`config.mk`:
```
export PLATFORM = sky130hd
export DESIGN_NAME = ss_display_arbiter
export DESIGN_NICKNAME = d
export VERILOG_FILES = /design/src/rtl/ss_display_arbiter.sv
export SDC_FILE = /design/constraint.sdc
export NUM_CORES = 1
export LEC_CHECK = 0
export CORE_MARGIN = 4
export CORE_UTILIZATION = 36
export DETAILED_ROUTE_END_ITERATION = 12
export GPL_ROUTABILITY_DRIVEN = 0
export PLACE_DENSITY = 0.8
export SETUP_SLACK_MARGIN = 0.15
export SLEW_MARGIN = 20
export SYNTH_ARGS = -nofsm -noshare
export SYNTH_HDL_FRONTEND = slang
export SYNTH_SLANG_ARGS = --single-unit
```
`constraint.sdc`:
```
create_clock -name CLK -period 2.3 [get_ports CLK]
set_input_delay 0.46 -clock CLK [delete_from_list [all_inputs] [get_ports CLK]]
set_output_delay 0.46 -clock CLK [all_outputs]
set_load 0.01 [all_outputs]
```
`src/rtl/ss_display_arbiter.sv`:
```
// Round-robin arbiter that shares one ss_display between NUM_REQ requesters.
// Optional post-refresh dwell hold-off is enabled with `define SS_ARB_DWELL_EN.
module ss_display_arbiter #(
  parameter int NUM_REQ      = 4,
  parameter int NUM_DISPLAYS = 6,
  parameter int DWELL_CYCLES = 16
) (
  input  logic                                      CLK,
  input  logic                                      nRST,
  input  logic [NUM_REQ-1:0]                        req,
  input  logic [NUM_REQ-1:0][4*NUM_DISPLAYS-1:0]    req_number,
  input  logic [NUM_REQ-1:0][NUM_DISPLAYS-1:0]      req_en_mask,
  output logic [NUM_REQ-1:0]                        grant,
  output logic                                      load_enable,
  output logic [4*NUM_DISPLAYS-1:0]                 number,
  output logic [NUM_DISPLAYS-1:0]                   en_mask,
  output logic                                      busy,
  output logic [$clog2(NUM_REQ)-1:0]                owner
);

  localparam int IDX_W   = $clog2(NUM_REQ);
  localparam int SUM_W   = IDX_W + 1;
  localparam int CNT_MAX = (NUM_DISPLAYS > DWELL_CYCLES) ? NUM_DISPLAYS : DWELL_CYCLES;
  localparam int CNT_W   = $clog2(CNT_MAX + 1);

  typedef enum logic [1:0] {
    S_IDLE = 2'd0,
    S_LOAD = 2'd1,
    S_WAIT = 2'd2
`ifdef SS_ARB_DWELL_EN
    , S_DWELL = 2'd3
`endif
  } state_e;

  state_e                    state_q, state_d;
  logic [CNT_W-1:0]          cnt_q, cnt_d;
  logic [IDX_W-1:0]          ptr_q, ptr_d;
  logic [IDX_W-1:0]          owner_q, owner_d;
  logic [4*NUM_DISPLAYS-1:0] number_q, number_d;
  logic [NUM_DISPLAYS-1:0]   en_mask_q, en_mask_d;

  logic                      win_valid;
  logic [IDX_W-1:0]          win_idx;
  logic [SUM_W-1:0]          cand;

  // Search ptr+1, ptr+2, ... modulo NUM_REQ; the first pending request wins.
  always_comb begin
    win_valid = 1'b0;
    win_idx   = '0;
    cand      = '0;
    for (int i = 1; i <= NUM_REQ; i++) begin
      cand = {1'b0, ptr_q} + SUM_W'(i);
      if (cand >= SUM_W'(NUM_REQ)) cand = cand - SUM_W'(NUM_REQ);
      if (!win_valid && req[cand[IDX_W-1:0]]) begin
        win_valid = 1'b1;
        win_idx   = cand[IDX_W-1:0];
      end
    end
  end

  // NOTE: sequential state uses non-blocking assignments so every register
  // samples the pre-edge value of its peers, independent of statement order.
  always_ff @(posedge CLK or negedge nRST) begin
    if (!nRST) begin
      state_q   <= S_IDLE;
      cnt_q     <= '0;
      ptr_q     <= IDX_W'(NUM_REQ - 1);
      owner_q   <= '0;
      number_q  <= '0;
      en_mask_q <= '0;
    end else begin
      state_q   <= state_d;
      cnt_q     <= cnt_d;
      ptr_q     <= ptr_d;
      owner_q   <= owner_d;
      number_q  <= number_d;
      en_mask_q <= en_mask_d;
    end
  end

  // NOTE: every signal gets a hold-value default first, so no path through
  // the case leaves one unassigned and no latch is inferred.
  always_comb begin
    state_d   = state_q;
    cnt_d     = cnt_q;
    ptr_d     = ptr_q;
    owner_d   = owner_q;
    number_d  = number_q;
    en_mask_d = en_mask_q;
    case (state_q)
      S_IDLE: begin
        if (win_valid) begin
          state_d   = S_LOAD;
          ptr_d     = win_idx;
          owner_d   = win_idx;
          number_d  = req_number[win_idx];
          en_mask_d = req_en_mask[win_idx];
        end
      end
      S_LOAD: begin
        state_d = S_WAIT;
        cnt_d   = '0;
      end
      S_WAIT: begin
        if (cnt_q == CNT_W'(NUM_DISPLAYS - 1)) begin
          cnt_d   = '0;
`ifdef SS_ARB_DWELL_EN
          state_d = (DWELL_CYCLES > 0) ? S_DWELL : S_IDLE;
`else
          state_d = S_IDLE;
`endif
        end else begin
          cnt_d = cnt_q + CNT_W'(1);
        end
      end
`ifdef SS_ARB_DWELL_EN
      S_DWELL: begin
        if (cnt_q == CNT_W'(DWELL_CYCLES - 1)) begin
          cnt_d   = '0;
          state_d = S_IDLE;
        end else begin
          cnt_d = cnt_q + CNT_W'(1);
        end
      end
`endif
      default: begin
        state_d = S_IDLE;
        cnt_d   = '0;
      end
    endcase
  end

  always_comb begin
    load_enable = (state_q == S_LOAD);
    busy        = (state_q != S_IDLE);
    grant       = '0;
    if (state_q == S_LOAD) grant[owner_q] = 1'b1;
  end

  assign number  = number_q;
  assign en_mask = en_mask_q;
  assign owner   = owner_q;

endmodule
```
==> impl_metrics.py, run 1 <==
metrics = {
    "routing": {
        "via_per_inst": 5.12,
        "initialDrtViolationCount": 56,
        "drt-total-wl_um": 7930,
        "top_layer_used": "met4",
        "detailroute.wirelength.met2_um": 4030,
        "drt-pass1-iter-count": 4,
        "drtAntennaViolNets": 0,
        "met1Wirelength_um": 2880,
        "vias": 2490,
        "met3WireLength_um": 835,
        "drcViolationCount": 0,
        "wl_per_cell_um": 16.3,
    },
    "placed_design": {
        "place_hpwl_um": 6440,
        "pre_cts_slack_ns": -0.0312,
        "place.port_buffers": 163,
        "post-place-cells": 478,
    },
    "floorplan": {
        "design.portCount": 164,
        "die_height_um": 91.3,
        "start_util_pct": 37.0,
        "dieWidth_um": 91.3,
        "floorplan.die_area_mm2": 0.00833,
        "fp-row-count": 30,
        "core_mm2": 0.00676,
    },
    "critical_path": {
        "cp-start-kind": "register",
        "worst_setup_path_startpoint": "state_q[1]",
        "crit_type": "register to primary output",
        "wp_data_arrival_ns": 1.55,
        "cp.required_ns": 1.84,
        "worst_setup_path_end_kind": "primary output",
        "crit_fanout": 3,
        "worst_r2r_startpoint": "ptr_q[1]",
        "number_of_cells_traversed_by_the_worst_register_to_register_path": 7,
    },
    "timing": {
        "fin_worst_hold_slack_ns": 0.132,
        "maxSlewViolCount": 0,
        "rsz0062_at_grt": "false",
        "post-route-min-period_ns": 2.01,
        "tightestPinTransition_ns": 0.514,
        "hold_viol": 0,
        "period_share_pct": 87.3,
        "max_freq_mhz": 498,
        "worst_slew_margin_relative_to_its_limit_pct": 65.7,
        "setup_viol": 0,
        "final.setup.worst_slack_ns": 0.291,
        "finClkSkew_ns": 0.00887,
    },
    "flow_run": {
        "max_cap_violations": 0,
    },
    "synth": {
        "syn_avg_cell_area_um2": 10.7,
        "synth_enable_flop_cells": 0,
        "synth_area_leader_cell": "dfrtp_1",
        "ys_dominant_reg_cell": "dfrtp_1",
        "synth_largest_type_area_fraction_pct": 39.1,
        "ys.warnings.count": 0,
        "netlist_instances": 234,
        "yosysUniqueCellTypes": 29,
        "yosysMostFrequentCell": "mux2i_1",
        "mappedNetlistNets": 362,
        "ys_ff_latch": 41,
        "netlist_area_mm2": 0.00250,
        "synth_area_leaders": "dfrtp_1 (39%), mux2i_1 (24%), o221ai_1 (11%)",
        "synth_top_cells_by_count": "mux2i_1 (61), nand2_1 (40), dfrtp_1 (39)",
        "synth-async-reset-ratio_pct": 100,
        "sequential_cell_area_fraction_in_the_yosys_report_pct": 41.2,
    },
    "grt": {
        "grt_start_max_net_pins": 29,
        "grt_pass1_wl_um": 13200,
        "grtUsageTotal_pct": 19.6,
        "antenna_found_initial": 0,
        "first_global_vias": 2745,
        "grt_remaining_overflow": 0,
    },
    "final_layout": {
        "nets": 533,
        "stdcell_count": 486,
        "nFillCells": 573,
        "antenna-diode-count": 0,
        "syn2layout_area_growth_pct": 73.2,
        "drive_gt1_share_pct": 8.62,
        "final_util_pct": 64.0,
    },
    "clock_network": {
        "cts_hold_buffers": 0,
        "clk_pin_slew_ns": 0.09,
        "cts_setup_buffers": 0,
        "tritoncts.num_buffers": 5,
        "clock_tree.root_cell": "clkbuf_8",
        "worst_case_clock_buffer_depth": 2,
        "worstSkewPairLatency_ns": 0.29,
        "cts_tree": "done",
        "htree_levels": 2,
        "clock-sinks": 41,
    },
    "power": {
        "cellLeakagePower_nw": 1.93,
        "vdd_drop_max_mv": 0.458,
        "power_density_mw_per_mm2": 1040,
    },
    "status": {
        "outcome": "completed",
    },
    "worst_hold_path": {
        "worstHoldPathType": "input port to asynchronous set/reset pin",
    },
}
==> where the power goes <==
group / internal (mW) / switching (mW) / total (mW)
Combinational: 1.47 / 1.26 / 2.73
Sequential: 1.07 / 0.235 / 1.31
Clock: 0.210 / 0.255 / 0.465
Total: 2.75 / 1.75 / 4.50
==> routing by layer <==
layer,vias up,GRT usage [%]
met5,-,0
met4,0,6.53
met1,1151,20.6
li1,1205,-
met3,15,8.12
met2,119,35.3
==> registers in the layout, summed over array words and instances (netlist names) <==
name and cells:
owner 2, ptr_q 2, cnt_q 5, number 24, state_q 2, en_mask 6
==> layout make-up <==
class                      instances  area (um2)  area share (%)
sequential                        41        1030            23.8
timing repair buffer             181        1800            41.6
clock buffer                       5        68.8            1.59
inverter                           5        21.3           0.492
tap                               80         100            2.31
multi-input combinational        171        1290            29.8
clock inverter                     3        17.5           0.405
==> through the flow <==
stage / setup TNS (ns) / power (mW) / area, um2
floorplan: 0 / 2.86 / 2500
global placement: 0 / 3.99 / 4230
detailed placement: -0.134 / 4.08 / 4230
CTS: 0 / 4.56 / 4320
global route: 0 / 4.86 / 4330
finish: 0 / 4.50 / 4330
==> what timing repair did <==
item | 4_1_cts | 5_1_grt
endpoints found under the hold margin | 0 | 0
gates resized for setup | 4 | 1
endpoints found under the setup margin | 3 | 1
pin swaps | 0 | 0
==> cell families after synthesis <==
group / share of synthesized area, %
AO/OA/AOI/OAI: 14.0
XOR/XNOR: 0.351
adder cells (fa/ha/maj): 1.00
buffers and inverters: 7.92
flip-flops: 41.2
multiplexers: 24.4
AND/OR/NAND/NOR: 11.1
==> worst max-delay path, cell delays in order, from the launching register on <==
cell and delay [ns]:
dfrtp_1 0.40, nand2b_4 0.16, nor3_1 0.13, clkdlybuf4s50_1 0.57
==> cells in the final DEF, fill, tap and decap left out, types with 2 or more instances in the layout <==
cell type	n
a21oi_1	4
buf_12	3
buf_4	15
clkbuf_8	5
clkdlybuf4s50_1	159
clkinv_2	2
dfrtp_1	39
dfstp_2	2
dlygate4sd2_1	2
ha_1	2
inv_1	2
inv_2	2
mux2i_1	61
nand2_1	40
nand2b_1	5
nand3_1	2
nor2_1	8
nor2b_1	2
o21ai_0	5
o221ai_1	30
==> final timing paths <==
path	endpoint	slack, ns
worst max-delay path	grant[0]	0.29
worst min-delay path	number[10]	0.13
worst max register to register	number[10]	0.43
worst min register to register	cnt_q[4]	0.48
max in group asynchronous	ptr_q[1]	1.53
min in group CLK	cnt_q[4]	0.48
Note: power is estimated with default switching activity, not from simulation.
==> run 2, diff against run 1 <==
- REMOVE_ABC_BUFFERS: unset -> 1
==> run 2 against run 1 <==
Net effect:
- die area is the same
- maximum frequency decreased by 1.9%
- global-route usage shrank 1.2 points
- routed wire length grew 2.0%
- final cell count shrank 0.62%
- sequential share of layout area fell by 0.21 points
- clock skew fell by 0.0025 ns
- clock power grew 48%
- critical path depth increased by 5
- power rose by 4.8%
- hold slack improved by 0.0043 ns
- via count grew 1.0%
- largest power group unchanged
- highest routed layer unchanged
==> impl_metrics.py, run 2 (synthesis gave the netlist of run 1 again) <==
metrics = {
    "final_layout": {
        "layout.cells.most_common_list": "clkdlybuf4s50_1 (159), mux2i_1 (61), nand2_1 (40)",
        "syn2layout_area_growth_pct": 74.7,
        "largest_register_ffs": 24,
        "nets": 530,
        "nFillCells": 579,
        "final_util_pct": 64.6,
        "layout.cells.most_common": "clkdlybuf4s50_1",
        "stdcell_count": 483,
        "antenna-diode-count": 0,
        "finish.instance_area_mm2": 0.00436,
        "drive_gt1_share_pct": 7.69,
    },
    "power": {
        "p_sw_mw": 1.74,
        "switching_share_pct": 36.9,
        "power_report.internal_total_mw": 2.97,
        "vdd_drop_max_mv": 0.493,
        "seqPwrFrac_pct": 27.4,
        "cellLeakagePower_nw": 1.93,
        "power_density_mw_per_mm2": 1080,
        "p_total_mw": 4.71,
        "combPwrFrac_pct": 58.0,
        "power.clock.fraction_pct": 14.6,
    },
    "clock_network": {
        "clock_tree.root_cell": "clkbuf_8",
        "htree_levels": 2,
        "cts_tree": "done",
        "clock-sinks": 41,
        "worst_case_clock_buffer_depth": 2,
        "worstSkewPairLatency_ns": 0.29,
        "tritoncts.num_buffers": 5,
        "cts_hold_buffers": 0,
        "clk_pin_slew_ns": 0.08,
    },
    "routing": {
        "vias": 2516,
        "via_per_inst": 5.21,
        "drt-total-wl_um": 8090,
        "drt-pass1-iter-count": 4,
        "wl_per_cell_um": 16.7,
        "drtAntennaViolNets": 0,
        "drcViolationCount": 0,
        "initialDrtViolationCount": 66,
    },
    "critical_path": {
        "max_stage_delay_ns": 0.50,
        "worst_setup_path_startpoint": "req[3]",
        "r2r_setup_slack_ns": 0.37,
        "number_of_cells_traversed_by_the_worst_register_to_register_path": 7,
        "slowest_library_cell_on_the_worst_path": "clkdlybuf4s50_1",
        "critical_path_cell_count": 8,
        "worst_setup_path_end_kind": "register",
        "worst_setup_path_endpoint": "number[17]",
        "wp_data_arrival_ns": 2.20,
        "worst_r2r_startpoint": "ptr_q[1]",
        "crit_path_cell_trace": "clkdlybuf4s50_1, nor2b_2, a21oi_1, o221ai_4, buf_4, clkbuf_16, mux2i_1, o221ai_1",
        "cp_num_buf_inv": 3,
        "cp-start-kind": "input port",
        "crit_fanout": 20,
        "crit_family": "buffers and inverters",
        "crit_type": "input port to register",
        "regToRegEndpoint": "number[17]",
        "cp.required_ns": 2.46,
    },
    "timing": {
        "maxSlewViolCount": 0,
        "max_freq_mhz": 488,
        "hold_viol": 0,
        "period_share_pct": 89.1,
        "worst_slew_margin_relative_to_its_limit_pct": 64.9,
        "rsz0062_at_grt": "false",
        "finClkSkew_ns": 0.00633,
        "final.setup.worst_slack_ns": 0.251,
        "tightestPinTransition_ns": 0.527,
        "setup_viol": 0,
        "post-route-min-period_ns": 2.05,
    },
    "floorplan": {
        "dieWidth_um": 91.3,
        "design.portCount": 164,
        "die_height_um": 91.3,
        "floorplan.die_area_mm2": 0.00833,
        "fp-row-count": 30,
        "start_util_pct": 37.0,
        "core_mm2": 0.00676,
    },
    "placed_design": {
        "dpl_cell_area_mm2": 0.00416,
        "place_hpwl_um": 6250,
        "pre_cts_slack_ns": -0.0700,
        "place.port_buffers": 163,
        "post-place-cells": 470,
    },
    "grt": {
        "grt_pass1_wl_um": 12500,
        "first_global_vias": 2584,
        "grtUsageTotal_pct": 18.4,
        "grt_remaining_overflow": 0,
        "grt_start_max_net_pins": 42,
        "antenna_found_initial": 0,
    },
    "flow_run": {
        "max_cap_violations": 0,
    },
    "worst_hold_path": {
        "worstHoldPathType": "input port to asynchronous set/reset pin",
    },
    "status": {
        "outcome": "completed",
    },
}
## run 2: per-stage QoR
| stage | hold WS [ns] | setup TNS, ns |
|---|---|---|
| 2_1_floorplan | 0.164 | -46.11 |
| 3_3_place_gp | 0.464 | 0 |
| 3_5_place_dp | 0.469 | -0.572 |
| 4_1_cts | 0.158 | 0 |
| 5_1_grt | 0.179 | 0 |
| 6_report | 0.137 | 0 |
## run 2: area by class of cell
type                       count  area (um2)  area share (%)
clock inverter                 3        65.1            1.49
sequential                    41        1030            23.6
inverter                       5        21.3           0.487
clock buffer                   5        68.8            1.58
tap                           80         100            2.29
multi-input combinational    171        1280            29.4
timing repair buffer         178        1800            41.1
## run 2: repair_timing
item	in CTS	in global routing
hold endpoints to repair	0	0
setup buffers	0	3
gates resized for setup	3	1
endpoints found under the setup margin	3	13
cloned	0	2
pin swaps	0	1
## run 2: worst reg2reg max path, cell delays in order (launching register included)
cell and delay (ns):
dfstp_2 0.60, nand2b_1 0.12, a21oi_1 0.10, o221ai_4 0.23, buf_4 0.19, clkbuf_16 0.22
mux2i_1 0.22, o221ai_1 0.13
## run 2: worst min-delay path by stage
stage / start / cells past startpoint / slack (ns) / to
2_1_floorplan: nRST / 0 / 0.16 / cnt_q[0]
3_3_place_gp: cnt_q[4] / 1 / 0.46 / cnt_q[4]
3_5_place_dp: cnt_q[4] / 1 / 0.47 / cnt_q[4]
4_1_cts: nRST / 1 / 0.16 / number[8]
5_1_grt: nRST / 1 / 0.18 / cnt_q[4]
6_report: nRST / 1 / 0.14 / cnt_q[3]
## run 2: power groups by stage
stage | Clock [mW] | Combinational (mW) | Sequential [mW]
after detailed placement | 0 | 2.65 | 1.30
after CTS | 0.702 | 2.66 | 1.30
after floorplan | 0 | 1.29 | 1.40
final | 0.688 | 2.73 | 1.29
after global routing | 0.733 | 2.95 | 1.34
after global placement | 0 | 2.59 | 1.29
## run 2: layer usage
| layer | global-route usage (%) | share of wire, % | vias up |
|---|---|---|---|
| met2 | 32.9 | 52 | 106 |
| met3 | 6.79 | 9.5 | 12 |
| li1 | - | - | 1203 |
| met4 | 5.15 | 1.8 | 0 |
| met5 | 0 | 0 | - |
| met1 | 20.5 | 37 | 1195 |
==> run 3, diff against run 2 <==
- CAP_MARGIN: unset -> 20
- SKIP_CTS_REPAIR_TIMING: unset -> 1
==> run 3 against run 2 <==
Net effect:
- maximum frequency fell by 0.90%
- register-to-register slack worse by 0.02 ns
- non-clock buffer count shrank 2
- power is 0.57% higher
- clock-buffer cell count is the same
- clock power rose by 0.6%
- global-route usage unchanged
- hold slack worse by 0.0030 ns
- final cell count fell by 0.41%
- critical path type is now register to primary output
- critical endpoint is now grant[3]
- largest power group unchanged
- highest routed layer unchanged
==> impl_metrics.py, run 3 (synthesis gave the netlist of run 1 again) <==
metrics = {
    "status": {
        "outcome": "completed",
    },
    "critical_path": {
        "cp.required_ns": 1.84,
        "crit_path_cell_trace": "nand2b_4, inv_2, and3_1, clkdlybuf4s50_1",
        "crit_fanout": 4,
        "wp_data_arrival_ns": 1.61,
        "cp-start-kind": "register",
        "slowest_library_cell_on_the_worst_path": "clkdlybuf4s50_1",
        "cp_num_buf_inv": 2,
        "worst_setup_path_end_kind": "primary output",
        "crit_family": "buffers and inverters",
        "crit_type": "register to primary output",
        "max_stage_delay_ns": 0.53,
    },
    "timing": {
        "period_share_pct": 89.9,
        "maxSlewViolCount": 0,
        "finClkSkew_ns": 0.00828,
        "setup_viol": 0,
        "rsz0062_at_grt": "false",
        "fin_worst_hold_slack_ns": 0.134,
        "post-route-min-period_ns": 2.07,
        "max_freq_mhz": 484,
        "worst_slew_margin_relative_to_its_limit_pct": 64.8,
        "tightestPinTransition_ns": 0.527,
        "hold_viol": 0,
    },
    "routing": {
        "wl_per_cell_um": 16.9,
        "drt-total-wl_um": 8130,
        "drtAntennaViolNets": 0,
        "initialDrtViolationCount": 77,
        "drcViolationCount": 0,
        "drt-pass1-iter-count": 4,
        "vias": 2526,
        "via_per_inst": 5.25,
    },
    "clock_network": {
        "worst_case_clock_buffer_depth": 2,
        "cts_tree": "done",
        "htree_levels": 2,
        "clock-sinks": 41,
        "clk_pin_slew_ns": 0.09,
        "worstSkewPairLatency_ns": 0.29,
        "tritoncts.num_buffers": 5,
        "clock_tree.root_cell": "clkbuf_8",
    },
    "final_layout": {
        "layout.cells.most_common": "clkdlybuf4s50_1",
        "largest_register_ffs": 24,
        "layout.cells.most_common_list": "clkdlybuf4s50_1 (160), mux2i_1 (61), nand2_1 (40)",
        "drive_gt1_share_pct": 7.73,
        "syn2layout_area_growth_pct": 75.3,
        "nets": 528,
        "nFillCells": 578,
        "antenna-diode-count": 0,
    },
    "flow_run": {
        "max_cap_violations": 0,
    },
    "grt": {
        "grtUsageTotal_pct": 18.4,
        "antenna_found_initial": 0,
        "grt_pass1_wl_um": 12500,
        "first_global_vias": 2584,
        "grt_remaining_overflow": 0,
        "grt_start_max_net_pins": 42,
    },
    "floorplan": {
        "fp-row-count": 30,
        "floorplan.die_area_mm2": 0.00833,
        "dieWidth_um": 91.3,
        "die_height_um": 91.3,
        "core_mm2": 0.00676,
        "start_util_pct": 37.0,
        "design.portCount": 164,
    },
    "placed_design": {
        "place_hpwl_um": 6250,
        "place.port_buffers": 163,
    },
    "power": {
        "p_total_mw": 4.74,
        "vdd_drop_max_mv": 0.497,
        "cellLeakagePower_nw": 1.95,
        "power_density_mw_per_mm2": 1080,
    },
    "worst_hold_path": {
        "worstHoldPathType": "input port to asynchronous set/reset pin",
    },
}
[run 3: cell count changes in the layout (fill, tap and decap cells not counted), sizes merged]
| cell | before | now |
|---|---|---|
| clkdlybuf4s50 | 159 | 160 |
| dlymetal6s2s | 0 | 2 |
| dlygate4sd2 | 3 | 0 |
| buf | 14 | 12 |
[run 3: where the power goes]
part	internal (mW)	total [mW]	leakage, nW	switching (mW)
combinational	1.48	2.75	1.38	1.27
clock	0.432	0.692	0.0681	0.261
sequential	1.07	1.30	0.507	0.224
total	2.99	4.74	1.95	1.75
[run 3: path summary, 6_finish.rpt]
| check | end | slack, ns | startpoint | cells past startpoint |
|---|---|---|---|---|
| worst max-delay path | grant[3] | 0.23 | state_q[1] | 4 |
| worst min-delay path | cnt_q[3] | 0.13 | nRST | 1 |
| worst max register to register | number[17] | 0.35 | ptr_q[1] | 7 |
| worst min register to register | cnt_q[4] | 0.48 | cnt_q[4] | 1 |
| max in group asynchronous | number[19] | 1.50 | nRST | 2 |
| min in group CLK | cnt_q[4] | 0.48 | cnt_q[4] | 1 |
[run 3: cell type report]
type / instances / area, um2 / share of cell area, %
Timing Repair Buffer: 176 / 1800 / 41.2
Multi-Input combinational cell: 171 / 1290 / 29.5
Sequential cell: 41 / 1030 / 23.5
Tap cell: 80 / 100 / 2.29
Clock buffer: 5 / 68.8 / 1.57
Clock inverter: 3 / 65.1 / 1.49
Inverter: 5 / 21.3 / 0.486
[run 3: metrics by stage]
stage / TNS (ns) / utilization [%] / instance area (um2) / setup slack (ns) / std cells
6_report: 0 / 64.8 / 4380 / 0.233 / 481
4_1_cts: 0 / 63.5 / 4290 / 0.134 / 478
3_5_place_dp: -0.572 / 61.6 / 4160 / -0.0700 / 470
5_1_grt: 0 / 64.8 / 4380 / 0.143 / 481
3_3_place_gp: 0 / 61.6 / 4160 / 0.0169 / 470
2_1_floorplan: -46.11 / - / 2320 / -1.46 / 217
[run 3: routing by layer]
metal	part of all wire, %	global-route usage (%)	wire (um)	up-vias
li1	-	-	-	1199
met1	37	20.5	3000	1212
met2	52	32.9	4250	105
met3	9.4	6.79	767	10
met4	1.5	5.15	121	0
met5	0	0	0	-
